`src/rtl/bch_t3_pkg.sv`:
```
// bch_t3_pkg: shared field constants, FSM encoding and GF(2^10) helpers for the t=3 BCH(1023) decoder.
// The field is built on the primitive polynomial x^10 + x^3 + 1.
package bch_t3_pkg;

  localparam int GF_LEN_DEFAULT   = 10;
  localparam int CODE_LEN_DEFAULT = 1023;
  localparam int GF_ORDER         = (1 << GF_LEN_DEFAULT) - 1;

  // alpha^10 reduces to alpha^3 + 1, so a carry out of bit 9 folds back in as 10'h009
  localparam logic [9:0] GF_POLY_LOW = 10'h009;

  typedef enum logic [1:0] {
    IDLE   = 2'd0,
    SEARCH = 2'd1,
    FLUSH  = 2'd2,
    DONE   = 2'd3
  } chienState_e;

  // Multiply a field element by alpha (one shift plus conditional reduction)
  function automatic logic [9:0] gfMulAlpha(input logic [9:0] x);
    return {x[8:0], 1'b0} ^ (x[9] ? GF_POLY_LOW : 10'h000);
  endfunction

  // alpha^e, exponent taken modulo the multiplicative group order
  function automatic logic [9:0] gfAlphaPow(input int e);
    logic [9:0] r;
    r = 10'h001;
    for (int i = 0; i < (e % GF_ORDER); i++) begin
      r = gfMulAlpha(r);
    end
    return r;
  endfunction

  // Column j of the constant-multiply matrix is c*alpha^j
  function automatic logic [9:0][9:0] gfColumns(input logic [9:0] c);
    logic [9:0][9:0] cols;
    cols[0] = c;
    for (int j = 1; j < 10; j++) begin
      cols[j] = gfMulAlpha(cols[j-1]);
    end
    return cols;
  endfunction

  // Start-of-search offsets for the default code length: alpha^(k*(2^m - n))
  localparam int         SHORTEN_DEFAULT = (1 << GF_LEN_DEFAULT) - CODE_LEN_DEFAULT;
  localparam logic [9:0] ALPHA_OFS_1     = gfAlphaPow(1 * SHORTEN_DEFAULT);
  localparam logic [9:0] ALPHA_OFS_2     = gfAlphaPow(2 * SHORTEN_DEFAULT);
  localparam logic [9:0] ALPHA_OFS_3     = gfAlphaPow(3 * SHORTEN_DEFAULT);

endpackage

```
`src/rtl/gf_const_mult_2_10.sv`:
```
// gf_const_mult_2_10: multiply a GF(2^10) element by a fixed constant using a pure XOR network.
module gf_const_mult_2_10
  import bch_t3_pkg::*;
#(
  parameter logic [9:0] MULT_CONST = 10'h001
) (
  input  logic [9:0] a_i,
  output logic [9:0] p_o
);

  localparam logic [9:0][9:0] COLS = gfColumns(MULT_CONST);

  // Each set input bit contributes its precomputed column; the fold collapses to XOR gates
  always_comb begin
    p_o = '0;
    for (int j = 0; j < 10; j++) begin
      p_o = p_o ^ (COLS[j] & {10{a_i[j]}});
    end
  end

endmodule

```
`src/rtl/chien_t3_serial_search.sv`:
```
// chien_t3_serial_search: serial Chien search for the t=3 BCH(1023) decoder over GF(2^10).
// Evaluates the error locator at one code position per enabled cycle, high-order position first,
// emits one error flag per position, then a done pulse with a decoding-failure verdict.
// Optional build macro CHIEN_EARLY_TERM_EN: stop searching once every locator root is found
// and expose the root counter on out_root_cnt.
module chien_t3_serial_search
  import bch_t3_pkg::*;
#(
  parameter int GF_LEN   = GF_LEN_DEFAULT,
  parameter int CODE_LEN = CODE_LEN_DEFAULT,
  parameter int CNT_W    = 10
) (
  input  logic              clk,
  input  logic              in_ctr_Arst,
  input  logic              in_ctr_en,
  input  logic              in_ctr_start,
  input  logic [GF_LEN-1:0] in_deg2_A,
  input  logic [GF_LEN-1:0] in_deg2_B,
  input  logic [GF_LEN-1:0] in_deg3_A,
  input  logic [GF_LEN-1:0] in_deg3_B,
  input  logic [GF_LEN-1:0] in_deg3_C,
  input  logic [GF_LEN-1:0] in_deg3_R,
  output logic              out_busy,
  output logic              out_err_vld,
  output logic              out_err_bit,
  output logic              out_done,
  output logic              out_fail
`ifdef CHIEN_EARLY_TERM_EN
  ,
  output logic [1:0]        out_root_cnt
`endif
);

  // Offsets follow this instance's code length so shortened codes start at the right position
  localparam int                SHORTEN_LEN = (1 << GF_LEN) - CODE_LEN;
  localparam logic [9:0]        OFS_1       = gfAlphaPow(1 * SHORTEN_LEN);
  localparam logic [9:0]        OFS_2       = gfAlphaPow(2 * SHORTEN_LEN);
  localparam logic [9:0]        OFS_3       = gfAlphaPow(3 * SHORTEN_LEN);
  localparam logic [9:0]        ALPHA_1     = gfAlphaPow(1);
  localparam logic [9:0]        ALPHA_2     = gfAlphaPow(2);
  localparam logic [9:0]        ALPHA_3     = gfAlphaPow(3);
  localparam logic [CNT_W-1:0]  LAST_IDX    = CNT_W'(CODE_LEN - 1);

  chienState_e       state_q, state_d;
  logic              startAcc;
  logic              earlyHit;

  logic [GF_LEN-1:0] sel0, sel1, sel2, sel3;
  logic [1:0]        selDeg;
  logic [GF_LEN-1:0] load1, load2, load3;
  logic [GF_LEN-1:0] step1, step2, step3;

  logic [GF_LEN-1:0] eval0_q, eval1_q, eval2_q, eval3_q;
  logic [GF_LEN-1:0] evalSum;
  logic              posIsRoot;
  logic [1:0]        deg_q;
  logic [CNT_W-1:0]  idx_q;
  logic [1:0]        rootCnt_q;

  logic              vld1_q, flag1_q;
  logic              busy_q, errVld_q, errBit_q, done_q, fail_q;

  // Pick the deg3 set whenever its constant term is nonzero, and find the locator degree
  always_comb begin
    if (in_deg3_C != '0) begin
      sel0 = in_deg3_C;
      sel1 = in_deg3_B;
      sel2 = in_deg3_A;
      sel3 = in_deg3_R;
    end else begin
      sel0 = in_deg2_B;
      sel1 = in_deg2_A;
      sel2 = '0;
      sel3 = '0;
    end
    if (sel3 != '0)      selDeg = 2'd3;
    else if (sel2 != '0) selDeg = 2'd2;
    else if (sel1 != '0) selDeg = 2'd1;
    else                 selDeg = 2'd0;
  end

  gf_const_mult_2_10 #(.MULT_CONST(OFS_1))   uLoad1 (.a_i(sel1),    .p_o(load1));
  gf_const_mult_2_10 #(.MULT_CONST(OFS_2))   uLoad2 (.a_i(sel2),    .p_o(load2));
  gf_const_mult_2_10 #(.MULT_CONST(OFS_3))   uLoad3 (.a_i(sel3),    .p_o(load3));
  gf_const_mult_2_10 #(.MULT_CONST(ALPHA_1)) uStep1 (.a_i(eval1_q), .p_o(step1));
  gf_const_mult_2_10 #(.MULT_CONST(ALPHA_2)) uStep2 (.a_i(eval2_q), .p_o(step2));
  gf_const_mult_2_10 #(.MULT_CONST(ALPHA_3)) uStep3 (.a_i(eval3_q), .p_o(step3));

  assign evalSum   = eval0_q ^ eval1_q ^ eval2_q ^ eval3_q;
  assign posIsRoot = (evalSum == '0) && (deg_q != 2'd0);

`ifdef CHIEN_EARLY_TERM_EN
  assign earlyHit     = (deg_q != 2'd0) && (rootCnt_q == deg_q);
  assign out_root_cnt = rootCnt_q;
`else
  assign earlyHit     = 1'b0;
`endif

  // Next-state logic; a start seen while the done pulse is still out belongs to the old run
  always_comb begin
    state_d  = state_q;
    startAcc = 1'b0;
    case (state_q)
      IDLE: begin
        if (in_ctr_en && in_ctr_start && !done_q) begin
          state_d  = SEARCH;
          startAcc = 1'b1;
        end
      end
      SEARCH: begin
        if (in_ctr_en && ((idx_q == LAST_IDX) || earlyHit)) state_d = FLUSH;
      end
      FLUSH: begin
        if (in_ctr_en) state_d = DONE;
      end
      DONE: begin
        if (in_ctr_en) state_d = IDLE;
      end
      default: state_d = IDLE;
    endcase
  end

  // State register
  always_ff @(posedge clk or posedge in_ctr_Arst) begin
    if (in_ctr_Arst) state_q <= IDLE;
    else             state_q <= state_d;
  end

  // Evaluation registers: load the scaled coefficients at start, then step each term by alpha^k
  always_ff @(posedge clk or posedge in_ctr_Arst) begin
    if (in_ctr_Arst) begin
      eval0_q <= '0;
      eval1_q <= '0;
      eval2_q <= '0;
      eval3_q <= '0;
      deg_q   <= 2'd0;
      idx_q   <= '0;
    end else if (in_ctr_en) begin
      if (startAcc) begin
        eval0_q <= sel0;
        eval1_q <= load1;
        eval2_q <= load2;
        eval3_q <= load3;
        deg_q   <= selDeg;
        idx_q   <= '0;
      end else if (state_q == SEARCH) begin
        eval1_q <= step1;
        eval2_q <= step2;
        eval3_q <= step3;
        idx_q   <= idx_q + CNT_W'(1);
      end
    end
  end

  // First flag stage and root counter; both freeze while the search is stalled
  always_ff @(posedge clk or posedge in_ctr_Arst) begin
    if (in_ctr_Arst) begin
      vld1_q    <= 1'b0;
      flag1_q   <= 1'b0;
      rootCnt_q <= 2'd0;
    end else if (in_ctr_en) begin
      vld1_q  <= (state_q == SEARCH);
      flag1_q <= (state_q == SEARCH) && posIsRoot;
      if (startAcc) begin
        rootCnt_q <= 2'd0;
      end else if ((state_q == SEARCH) && posIsRoot && (rootCnt_q != 2'd3)) begin
        rootCnt_q <= rootCnt_q + 2'd1;
      end
    end
  end

  // Output registers; valid and done are qualified by enable so they never repeat across a stall
  always_ff @(posedge clk or posedge in_ctr_Arst) begin
    if (in_ctr_Arst) begin
      errVld_q <= 1'b0;
      errBit_q <= 1'b0;
      done_q   <= 1'b0;
      busy_q   <= 1'b0;
      fail_q   <= 1'b0;
    end else begin
      errVld_q <= in_ctr_en && vld1_q;
      errBit_q <= in_ctr_en && vld1_q && flag1_q;
      done_q   <= in_ctr_en && (state_q == DONE);
      if (startAcc) begin
        busy_q <= 1'b1;
        fail_q <= 1'b0;
      end else if (in_ctr_en && (state_q == DONE)) begin
        busy_q <= 1'b0;
        fail_q <= (rootCnt_q != deg_q);
      end
    end
  end

  assign out_busy    = busy_q;
  assign out_err_vld = errVld_q;
  assign out_err_bit = errBit_q;
  assign out_done    = done_q;
  assign out_fail    = fail_q;

endmodule
```
`config.mk`:
```
export PLATFORM = sky130hd
export DESIGN_NAME = chien_t3_serial_search
export DESIGN_NICKNAME = d
export VERILOG_FILES = /design/src/rtl/bch_t3_pkg.sv /design/src/rtl/gf_const_mult_2_10.sv /design/src/rtl/chien_t3_serial_search.sv
export SDC_FILE = /design/constraint.sdc
export NUM_CORES = 1
export LEC_CHECK = 0
export ABC_AREA = 0
export BUFFER_PORTS_ARGS = -buffer_cell sky130_fd_sc_hd__buf_4
export CORE_ASPECT_RATIO = 0.75
export CORE_MARGIN = 4
export CORE_UTILIZATION = 45
export DETAILED_ROUTE_END_ITERATION = 10
export HOLD_SLACK_MARGIN = 0.03
export MAX_ROUTING_LAYER = met4
export PLACE_DENSITY_LB_ADDON = 0.12
export SYNTH_ARGS = -nofsm -noshare
export SYNTH_HDL_FRONTEND = slang
export SYNTH_SLANG_ARGS = --single-unit
```
`constraint.sdc`:
```
create_clock -name clk -period 2.9 [get_ports clk]
set_input_delay 0.145 -clock clk [delete_from_list [all_inputs] [get_ports clk]]
set_output_delay 0.145 -clock clk [all_outputs]
set_load 0.01 [all_outputs]
```
==> metrics <==
Clk Latency, worst-skew pair 0.35 ns; Crit. End Element flop; Critical Path RT 3.16 ns; Fin Clk Skew 0.0128 ns; area grow syn2layout 26.6%; Die H 84.3 um; max_cap viols 0; Chip Width 110 um; count of different cell masters after synthesis 39; max_slew headroom 50.7%; Post-Route WL 9260 um; status complete, no violations; first-pass GRT wire length 15300 um; Synth warnings 0; largest net degree at the start of global routing 26; Clock Path Buffers 2; Synth Register Bits 63; max frequency 0.478 GHz; Pleak 2.02 nW; Tmin final 2.09 ns; IO Pins 69; CTS tree yes; dominant synthesized flop cell dfrtp_1; Final Cycle Share 72.1%; CP Launch Type flop; CP Class reg -> reg; drt first pass iters 5; ANT nets after route 0; # port buffers 68; setup violators final 0; nets 519; Worst Hold Class in -> reg; DR WL/cell 16.7 um; minimum hold slack 0.0568 ns; total CTS buffers 9; worst vdd ir 0.000380 V; RSZ-0062 raised after global routing false; Rows 27; Placed Cells 534; vias 3034; fin cells 554; GRT Total Usage 22.2%; worst-path fanout max 14; DR DRC count 0; Post-synth ARST share 100%; CP arrival 2.35 ns; core box area 7430 um^2; synthesized area per cell 9.33 um^2; setup bufs post-CTS 0; Seq/Total Area, Yosys 45.2%; Post-Syn Area 3490 um^2; Vias per Instance 5.48; fin. max-slew vios 0; H-tree depth 3; initial antenna violation count 0; Final Hold Viols 0; Net Count, Synth 445; Starting Density 47.0%; layout filler cell count 648; clock sink count 63; RD Place Congestion 0.901; die footprint 9240 um^2; clock slew at reported path FFs 0.08 ns; Initial DRC Count 184; worst-margin pin slew 0.737 ns; layout cell share with drive strength beyond 1 21.9%; Root Driver clkbuf_8; Post-DP HPWL 7070 um; Fin Setup TNS 0 ns; grt ovf 0; vias in the first global route 3040; EDFF count, synth 0; Pwr Density 930 nW/um^2; Mapped Cells 374; diodes inserted 0
-- cells in the mapped netlist, drive strengths merged (8+ instances only) --
library cell | instances | area share [%]
nor2 | 28 | 3.0
o21ai | 29 | 4.2
a31oi | 8 | 1.4
a21oi | 35 | 5.0
xor2 | 15 | 3.8
inv | 14 | 1.5
xnor2 | 38 | 9.5
nand2 | 38 | 4.1
nor4 | 9 | 2.0
clkbuf | 17 | 1.8
dfrtp | 63 | 45
mux2i | 11 | 3.2
nand3 | 11 | 1.6
-- power breakdown --
| group | switching (mW) | internal (mW) | leakage [nW] | total (mW) |
|---|---|---|---|---|
| combinational | 0.776 | 0.802 | 1.09 | 1.58 |
| clock | 0.348 | 0.591 | 0.122 | 0.939 |
| sequential | 0.377 | 1.22 | 0.800 | 1.59 |
| total | 1.50 | 2.61 | 2.02 | 4.11 |
-- cells by family (layout without fill, tap and decap cells) --
kind of cell,Yosys count,count (layout),synth area share (%)
muxes,12,12,3.48
xor gates and xnor gates,53,53,13.3
AOI/OAI and AO/OA,96,96,16.6
adders and majority gates,7,7,2.51
buffers and inverters,34,113,3.73
DFF,63,63,45.2
and+or+nand+nor,109,109,15.2
-- repair_timing --
item,4_1_cts,5_1_grt
hold buffers,4,0
endpoints found under the hold margin,21,0
resized for setup,0,0
-- layout make-up --
type | count | area (um^2) | share of cell area (%)
clock inverters | 6 | 108 | 2.44
flip-flops and latches | 63 | 1580 | 35.7
clock buffers | 10 | 138 | 3.12
repair buffers | 83 | 633 | 14.3
inverters | 14 | 52.6 | 1.19
multi-input cells | 277 | 1780 | 40.4
well taps | 101 | 126 | 2.86
-- flip-flops by register name, summed over array words and instances (netlist names), 2 cells and up --
signal,flops
eval0_q,10
eval1_q,10
eval2_q,10
eval3_q,10
idx_q,10
deg_q,2
rootCnt_q,2
state_q,2
-- critical path: stages (launching register included) --
cell	delay [ns]
dfrtp_1	0.41
inv_1	0.10
ha_1	0.19
and3b_1	0.29
and2_1	0.46
buf_4	0.28
nor2_1	0.06
a211oi_1	0.22
-- routing by layer --
metal	up-vias	GRT usage (%)	wire length, um
li1	1469	-	-
met1	1447	32.7	4570
met2	107	30.4	4010
met3	11	5.07	581
met4	0	6.57	103
met5	-	-	0
-- cells in the final DEF (no fill, tap or decap), types with 2 or more instances in the layout --
master / count
a211oi_1: 2
a21o_1: 6
a21oi_1: 35
a222oi_1: 7
a22oi_1: 2
a31oi_1: 8
and2_1: 4
and3_1: 3
buf_4: 79
bufinv_16: 3
clkbuf_8: 10
clkinv_2: 2
dfrtp_1: 63
dlygate4sd3_1: 4
ha_1: 7
inv_1: 13
mux2i_1: 11
nand2_1: 38
nand3_1: 11
nand4_1: 7
nor2_1: 28
nor4_1: 8
o21ai_0: 28
o32a_1: 2
o32ai_1: 2
or4_1: 2
xnor2_1: 38
xor2_1: 15
-- per-stage QoR --
step                      util [%]  total power, mW  worst slack (ns)  cell area [um^2]
after global routing          59.4             4.42             0.654              4420
after CTS                     59.4             4.13             0.798              4420
final                         59.4             4.11             0.808              4420
after floorplan                  -             2.69             0.893              3490
after detailed placement      55.6             3.18             0.813              4130
after global placement        55.6             3.13             0.863              4130
-- path summary, 6_finish.rpt --
kind	start	to	slack (ns)	depth (start not counted)
min in group asynchronous	in_ctr_Arst	eval2_q[1]$_DFFE_PP0P_	0.35	3
max in group asynchronous	in_ctr_Arst	idx_q[2]$_DFFE_PP0P_	1.89	4
max reg2reg	state_q[0]$_DFFE_PP0P_	eval3_q[9]$_DFFE_PP0P_	0.81	7
min reg2reg	eval0_q[4]$_DFFE_PP0P_	eval0_q[4]$_DFFE_PP0P_	0.52	2
min	in_deg3_A[9]	eval2_q[1]$_DFFE_PP0P_	0.06	3
max	state_q[0]$_DFFE_PP0P_	eval3_q[9]$_DFFE_PP0P_	0.81	7
Note: power is estimated with default switching activity, not from simulation.
